==> config.mk <==
export PLATFORM = sky130hd
export DESIGN_NAME = cim_tile_reader
export DESIGN_NICKNAME = d
export VERILOG_FILES = /design/src/rtl/cim_pkg.sv /design/src/rtl/cim_tile_fifo.sv /design/src/rtl/cim_tile_reader.sv
export SDC_FILE = /design/constraint.sdc
export NUM_CORES = 2
export LEC_CHECK = 0
export ABC_AREA = 1
export CORE_AREA = 2 2 566 568
export CTS_BUF_LIST = sky130_fd_sc_hd__clkbuf_8
export DETAILED_ROUTE_END_ITERATION = 10
export DIE_AREA = 0 0 568 570
export PLACE_DENSITY = 0.47
export SYNTH_ARGS = -nofsm -noshare
export SYNTH_HDL_FRONTEND = slang
export SYNTH_SLANG_ARGS = --single-unit
export TNS_END_PERCENT = 10
==> constraint.sdc <==
create_clock -name clk -period 26.1 [get_ports clk]
set_input_delay 2.61 -clock clk [delete_from_list [all_inputs] [get_ports clk]]
set_output_delay 2.61 -clock clk [all_outputs]
set_load 0.01 [all_outputs]
==> src/rtl/cim_pkg.sv <==
// Shared CIM tile types: 6x6 signed 12-bit tiles packed into one 512-bit SRAM word.
package cim_pkg;
  localparam int TILE_DIM  = 6;
  localparam int PIX_W     = 12;
  localparam int WORD_W    = 512;
  localparam int OD_W      = 8;
  localparam int ADDR_W    = 8;
  localparam int TILE_BITS = TILE_DIM * TILE_DIM * PIX_W;

  typedef logic signed [PIX_W-1:0] pix_t;
  typedef pix_t [0:TILE_DIM-1][0:TILE_DIM-1] tile_t;

  typedef struct packed {
    tile_t             tile;
    logic [OD_W-1:0]   od;
    logic [ADDR_W-1:0] addr;
  } tile_entry_t;

  typedef struct packed {
    logic              port;
    logic [OD_W-1:0]   od;
    logic [ADDR_W-1:0] addr;
  } rd_tag_t;

  // Pixel (i,j) sits at bit offset (i*6+j)*12; the top 80 bits of the word carry nothing.
  function automatic tile_t unpack_tile(input logic [WORD_W-1:0] word);
    tile_t t;
    logic  unused_hi;
    unused_hi = ^word[WORD_W-1:TILE_BITS];
    for (int i = 0; i < TILE_DIM; i++) begin
      for (int j = 0; j < TILE_DIM; j++) begin
        t[i][j] = word[(i*TILE_DIM+j)*PIX_W +: PIX_W];
      end
    end
    return t;
  endfunction
endpackage

==> src/rtl/cim_tile_fifo.sv <==
// Small synchronous FIFO of tagged tiles; the head is presented combinationally and reads 0 when empty.
module cim_tile_fifo
  import cim_pkg::*;
#(
  parameter int DEPTH = 2,
  localparam int CNT_W = $clog2(DEPTH) + 1
) (
  input  logic             clk,
  input  logic             rst,
  input  logic             push,
  input  tile_entry_t      wr_data,
  input  logic             pop,
  output tile_entry_t      rd_data,
  output logic [CNT_W-1:0] count,
  output logic             full,
  output logic             empty
);
  localparam int PTR_W = $clog2(DEPTH);

  tile_entry_t      mem_reg [DEPTH];
  logic [PTR_W-1:0] wr_ptr_reg;
  logic [PTR_W-1:0] rd_ptr_reg;
  logic [CNT_W-1:0] count_reg;
  logic             do_push;
  logic             do_pop;

  assign empty   = (count_reg == '0);
  assign full    = (count_reg == CNT_W'(DEPTH));
  assign do_pop  = pop && !empty;
  // A pop frees the slot in the same cycle, so push+pop on a full FIFO is accepted.
  assign do_push = push && (!full || do_pop);

  always_ff @(posedge clk) begin
    if (rst) begin
      wr_ptr_reg <= '0;
      rd_ptr_reg <= '0;
      count_reg  <= '0;
    end else begin
      if (do_push) wr_ptr_reg <= wr_ptr_reg + 1'b1;
      if (do_pop)  rd_ptr_reg <= rd_ptr_reg + 1'b1;
      case ({do_push, do_pop})
        2'b10:   count_reg <= count_reg + 1'b1;
        2'b01:   count_reg <= count_reg - 1'b1;
        default: ;
      endcase
    end
  end

  always_ff @(posedge clk) begin
    if (do_push) mem_reg[wr_ptr_reg] <= wr_data;
  end

  assign rd_data = empty ? '0 : mem_reg[rd_ptr_reg];
  assign count   = count_reg;
endmodule

==> src/rtl/cim_tile_reader.sv <==
// Two-port tile reader: round-robin arbitration onto one SRAM read port, tag pipe, per-port output FIFOs.
module cim_tile_reader
  import cim_pkg::*;
#(
  parameter int READ_LAT   = 1,
  parameter int FIFO_DEPTH = 2
) (
  input  logic              clk,
  input  logic              rst,
  input  logic              en_i,
  input  logic              req_valid_i_1,
  output logic              req_ready_o_1,
  input  logic [OD_W-1:0]   req_od_i_1,
  input  logic [ADDR_W-1:0] req_addr_i_1,
  input  logic              req_valid_i_2,
  output logic              req_ready_o_2,
  input  logic [OD_W-1:0]   req_od_i_2,
  input  logic [ADDR_W-1:0] req_addr_i_2,
  output logic              mem_rd_en_o,
  output logic [OD_W-1:0]   mem_rd_od_o,
  output logic [ADDR_W-1:0] mem_rd_addr_o,
  input  logic [WORD_W-1:0] mem_rd_data_i,
  output tile_t             tile_o_1,
  output logic [OD_W-1:0]   tile_od_o_1,
  output logic [ADDR_W-1:0] tile_addr_o_1,
  output logic              tile_valid_o_1,
  input  logic              tile_ready_i_1,
  output tile_t             tile_o_2,
  output logic [OD_W-1:0]   tile_od_o_2,
  output logic [ADDR_W-1:0] tile_addr_o_2,
  output logic              tile_valid_o_2,
  input  logic              tile_ready_i_2
);
  localparam int CNT_W = $clog2(FIFO_DEPTH) + 1;

  logic [1:0]        req_valid;
  logic [1:0]        tile_ready;
  logic [1:0]        eligible;
  logic [1:0]        grant;
  logic [1:0]        push;
  logic [1:0]        fifo_empty;
  logic [1:0]        unused_full;
  tile_entry_t       fifo_head [2];
  tile_entry_t       land_entry;
  logic              rr_reg;
  logic              mem_rd_en_reg;
  logic [OD_W-1:0]   mem_rd_od_reg;
  logic [ADDR_W-1:0] mem_rd_addr_reg;
  logic              issue_port_reg;
  logic              tag_valid_reg [READ_LAT];
  rd_tag_t           tag_reg [READ_LAT];

  assign req_valid  = {req_valid_i_2, req_valid_i_1};
  assign tile_ready = {tile_ready_i_2, tile_ready_i_1};

  for (genvar gi = 0; gi < 2; gi++) begin : g_port
    logic [CNT_W-1:0] inflight_reg;
    logic [CNT_W-1:0] fifo_count;
    logic [CNT_W:0]   credit;

    // Reserving a slot for every read in flight means a landing tile always finds room.
    assign credit       = {1'b0, fifo_count} + {1'b0, inflight_reg};
    assign eligible[gi] = en_i && req_valid[gi] && (credit < (CNT_W+1)'(FIFO_DEPTH));
    assign push[gi]     = tag_valid_reg[READ_LAT-1] && (tag_reg[READ_LAT-1].port == 1'(gi));

    always_ff @(posedge clk) begin
      if (rst) begin
        inflight_reg <= '0;
      end else begin
        case ({grant[gi], push[gi]})
          2'b10:   inflight_reg <= inflight_reg + 1'b1;
          2'b01:   inflight_reg <= inflight_reg - 1'b1;
          default: ;
        endcase
      end
    end

    cim_tile_fifo #(.DEPTH(FIFO_DEPTH)) u_fifo (
      .clk     (clk),
      .rst     (rst),
      .push    (push[gi]),
      .wr_data (land_entry),
      .pop     (!fifo_empty[gi] && tile_ready[gi]),
      .rd_data (fifo_head[gi]),
      .count   (fifo_count),
      .full    (unused_full[gi]),
      .empty   (fifo_empty[gi])
    );
  end

  always_comb begin
    grant = eligible;
    if (eligible == 2'b11) grant = rr_reg ? 2'b10 : 2'b01;
  end

  always_ff @(posedge clk) begin
    if (rst) begin
      rr_reg          <= 1'b0;
      mem_rd_en_reg   <= 1'b0;
      mem_rd_od_reg   <= '0;
      mem_rd_addr_reg <= '0;
      issue_port_reg  <= 1'b0;
    end else begin
      mem_rd_en_reg <= |grant;
      if (|grant) begin
        rr_reg          <= grant[0];
        issue_port_reg  <= grant[1];
        mem_rd_od_reg   <= grant[1] ? req_od_i_2 : req_od_i_1;
        mem_rd_addr_reg <= grant[1] ? req_addr_i_2 : req_addr_i_1;
      end
    end
  end

  // Tags follow the issued strobe so the last stage lines up with returning read data.
  always_ff @(posedge clk) begin
    if (rst) begin
      for (int k = 0; k < READ_LAT; k++) tag_valid_reg[k] <= 1'b0;
    end else begin
      tag_valid_reg[0] <= mem_rd_en_reg;
      for (int k = 1; k < READ_LAT; k++) tag_valid_reg[k] <= tag_valid_reg[k-1];
    end
    tag_reg[0] <= '{port: issue_port_reg, od: mem_rd_od_reg, addr: mem_rd_addr_reg};
    for (int k = 1; k < READ_LAT; k++) tag_reg[k] <= tag_reg[k-1];
  end

  assign land_entry = '{tile: unpack_tile(mem_rd_data_i),
                        od:   tag_reg[READ_LAT-1].od,
                        addr: tag_reg[READ_LAT-1].addr};

  assign req_ready_o_1  = grant[0];
  assign req_ready_o_2  = grant[1];
  assign mem_rd_en_o    = mem_rd_en_reg;
  assign mem_rd_od_o    = mem_rd_od_reg;
  assign mem_rd_addr_o  = mem_rd_addr_reg;
  assign tile_o_1       = fifo_head[0].tile;
  assign tile_od_o_1    = fifo_head[0].od;
  assign tile_addr_o_1  = fifo_head[0].addr;
  assign tile_valid_o_1 = !fifo_empty[0];
  assign tile_o_2       = fifo_head[1].tile;
  assign tile_od_o_2    = fifo_head[1].od;
  assign tile_addr_o_2  = fifo_head[1].addr;
  assign tile_valid_o_2 = !fifo_empty[1];
endmodule

==> impl_metrics.env <==
export IMPL_mostFrequentLayoutCell="nand2_1"
export IMPL_portBuffers=1387
export IMPL_numCtsBuffers=334
export IMPL_grt_overflow=0
export IMPL_cp_arrival_ns=6.29
export IMPL_setup_worst_path_class="reg -> out"
export IMPL_cap_violations=0
export IMPL_path_buf_inv=6
export IMPL_synth_flop_cell="edfxtp_1"
export IMPL_die_w_um=568
export IMPL_row_count=207
export IMPL_dr_first_iter_drc_count=3121
export IMPL_viasPerCell=4.19
export IMPL_syn_area_um2=69000
export IMPL_gp_congestion=0.857
export IMPL_postCtsResizedCells=0
export IMPL_areaGrowthSynthToFinish_pct=34.9
export IMPL_die_area_um2=324000
export IMPL_grt_pass1_wl_mm=361
export IMPL_dp_hpwl_mm=176
export IMPL_cts_sinks=1843
export IMPL_final_setup_skew_ns=0.0574
export IMPL_cpPeakStageDelay_ns=0.78
export IMPL_synth_seq_cells=1843
export IMPL_first_global_vias=45100
export IMPL_synth_fp_nets=5613
export IMPL_ant_nets=0
export IMPL_hold_class="reg -> reg"
export IMPL_finalWirelength_mm=266
export IMPL_critPathLaunchType="flop"
export IMPL_setup_viol=0
export IMPL_grtUsageTotal_pct=15.6
export IMPL_drc=0
export IMPL_path_cells="nor2_4 > buf_4 > buf_4 > buf_4 > buf_4 > buf_4 > a21oi_1 > clkdlybuf4s50_1"
export IMPL_path_common_cell="buf_4"
export IMPL_synth_edf_count=1792
export IMPL_cts_tree="built"
export IMPL_p_sw_uw=1710
export IMPL_wire_per_inst_um=24.2
export IMPL_fmax_mhz=112
export IMPL_rsz0062_at_grt="no"
export IMPL_clk_path_buf_depth=4
export IMPL_finalHoldViolations=0
export IMPL_tightest_slew_ns=1.06
export IMPL_synth_warnings=0
export IMPL_finalPower_uw=6590
export IMPL_fillers=32200
export IMPL_design_portCount=1468
export IMPL_setup_tns_ns=0
export IMPL_internal_power_uw=4880
export IMPL_synthArstFlopShare_pct=0
export IMPL_layoutNonFillerInstCount=11000
export IMPL_clk_pin_slew_ns=0.06
export IMPL_p_comb_share_pct=11.0
export IMPL_clk_latency_ns=0.98
export IMPL_post_route_min_period_ns=8.90
export IMPL_drive_gt1_share_pct=7.21
export IMPL_regToRegSetupSlack_ns=21.06
export IMPL_root_buffer="clkbuf_8"
export IMPL_core_area_um2=317000
export IMPL_fin_crit_sh_pct=34.1
export IMPL_postSynthCellCount=5056
export IMPL_ys_seq_area_share_pct=79.5
export IMPL_finalNetCount=7110
export IMPL_cts_hold_fix_buffers=0
export IMPL_start_util_pct=21.8
export IMPL_p_seq_share_pct=50.4
export IMPL_postCtsSetupBuffers=0
export IMPL_antenna_found_initial=69
export IMPL_ir_drop_v=0.0000447
export IMPL_first_pass_iters=5
export IMPL_grt_start_max_net_pins=121
export IMPL_multi_input_area_um2=12100
export IMPL_cp_end_kind="primary output"
export IMPL_maxSlewViolCount=0
export IMPL_num_vias=46100
export IMPL_final_cell_area_um2=93100
export IMPL_avgSynthCellArea_um2=13.6
export IMPL_dp_cells=10400
export IMPL_cts_htree_levels=5
export IMPL_slowest_stage="buf_4"
export IMPL_pwr_share_clk_pct=38.5
export IMPL_final_cell_mix="1857 x nand2_1, 1792 x edfxtp_1, 1387 x clkdlybuf4s50_1, 907 x a21oi_1, 337 x clkbuf_8"
export IMPL_relSlewSlack_pct=29.0
export IMPL_ys_types=26
export IMPL_dieHeight_um=570
export IMPL_pwr_density_cell_nw_per_um2=70.8
export IMPL_cp_top_family="buffers and inverters"
export IMPL_crit_path_max_fanout=62
export IMPL_largest_reg_flops=1792
export IMPL_dpl_cell_area_um2=87000
export IMPL_cp_required_ns=23.49
export IMPL_p_sw_share_pct=26.0
export IMPL_p_leak_uw=0.0314
export IMPL_holdWs_ns=0.352
export IMPL_ff_latch_area_um2=54800
export IMPL_status="complete, no violations"
per-stage QoR:
stage	util (%)	worst slack, ns
final	29.3	17.20
after global routing	29.3	16.80
after global placement	27.4	17.94
after CTS	29.3	16.79
after floorplan	-	3.44
after detailed placement	27.4	17.97
layer usage:
| metal | global-route usage (%) | wire length (um) | vias up |
|---|---|---|---|
| met3 | 7.11 | 29600 | 413 |
| li1 | - | - | 20900 |
| met4 | 4.52 | 6350 | 24 |
| met2 | 25.0 | 123000 | 1800 |
| met1 | 18.7 | 107000 | 23000 |
| met5 | 0 | 157 | - |
worst register-to-register path: stages, from the launching register on:
cell and delay, ns:
dfxtp_1 0.44, inv_1 0.10, nand3_1 0.10, nand2_1 0.16
nor2_4 0.48, buf_4 0.77, buf_4 0.73, buf_4 0.89
buf_4 0.88
cells in the mapped netlist (4+ instances only):
| master | number | area (um2) |
|---|---|---|
| nand2_1 | 1857 | 6970 |
| buf_4 | 54 | 405 |
| nor3_1 | 7 | 35.0 |
| nor2_2 | 4 | 25.0 |
| and3_1 | 4 | 25.0 |
| edfxtp_1 | 1792 | 53800 |
| inv_2 | 4 | 15.0 |
| buf_6 | 41 | 462 |
| nand2_4 | 4 | 45.0 |
| ha_1 | 4 | 50.1 |
| buf_2 | 178 | 891 |
| nor3b_1 | 4 | 30.0 |
| dfxtp_1 | 51 | 1020 |
| clkbuf_1 | 27 | 101 |
| a21oi_1 | 907 | 4540 |
| nor2_1 | 19 | 71.3 |
| inv_1 | 50 | 188 |
| nand3_1 | 35 | 175 |
cell type report:
type,count,share of cell area [%]
multi-input combinational,2856,13.0
inverter,54,0.234
timing repair buffer,1464,15.6
tap,4180,5.62
clock buffer,337,4.98
antenna,41,0.110
clock inverter,238,1.48
sequential,1843,58.9
power by group through the flow:
stage	clock (uW)	sequential [uW]	combinational, uW
floorplan	0	3410	277
global placement	0	3380	734
detailed placement	0	3380	736
CTS	2630	3320	741
global route	2750	3320	776
finish	2540	3320	728
cells by family after synthesis:
family | share of synthesized area [%]
buffers and inverters | 3.02
AO/OA/AOI/OAI | 6.62
flip-flops | 79.5
AND/OR/NAND/NOR | 10.8
adder cells (fa/ha/maj) | 0.131
final timing paths:
| check | end | depth (start not counted) | from |
|---|---|---|---|
| hold / removal | tag_reg[0][16]$_DFF_P_ | 0 | issue_port_reg$_SDFFE_PP0P_ |
| hold reg to reg | tag_reg[0][16]$_DFF_P_ | 0 | issue_port_reg$_SDFFE_PP0P_ |
| setup reg to reg | g_port[0].u_fifo.mem_reg[0][387]$_DFFE_PP_ | 8 | g_port[0].u_fifo.count[0]$_SDFFE_PP0P_ |
| setup / recovery | tile_o_1[21] | 8 | g_port[0].u_fifo.count[1]$_SDFFE_PP0P_ |
(Power assumes the default switching activity.)
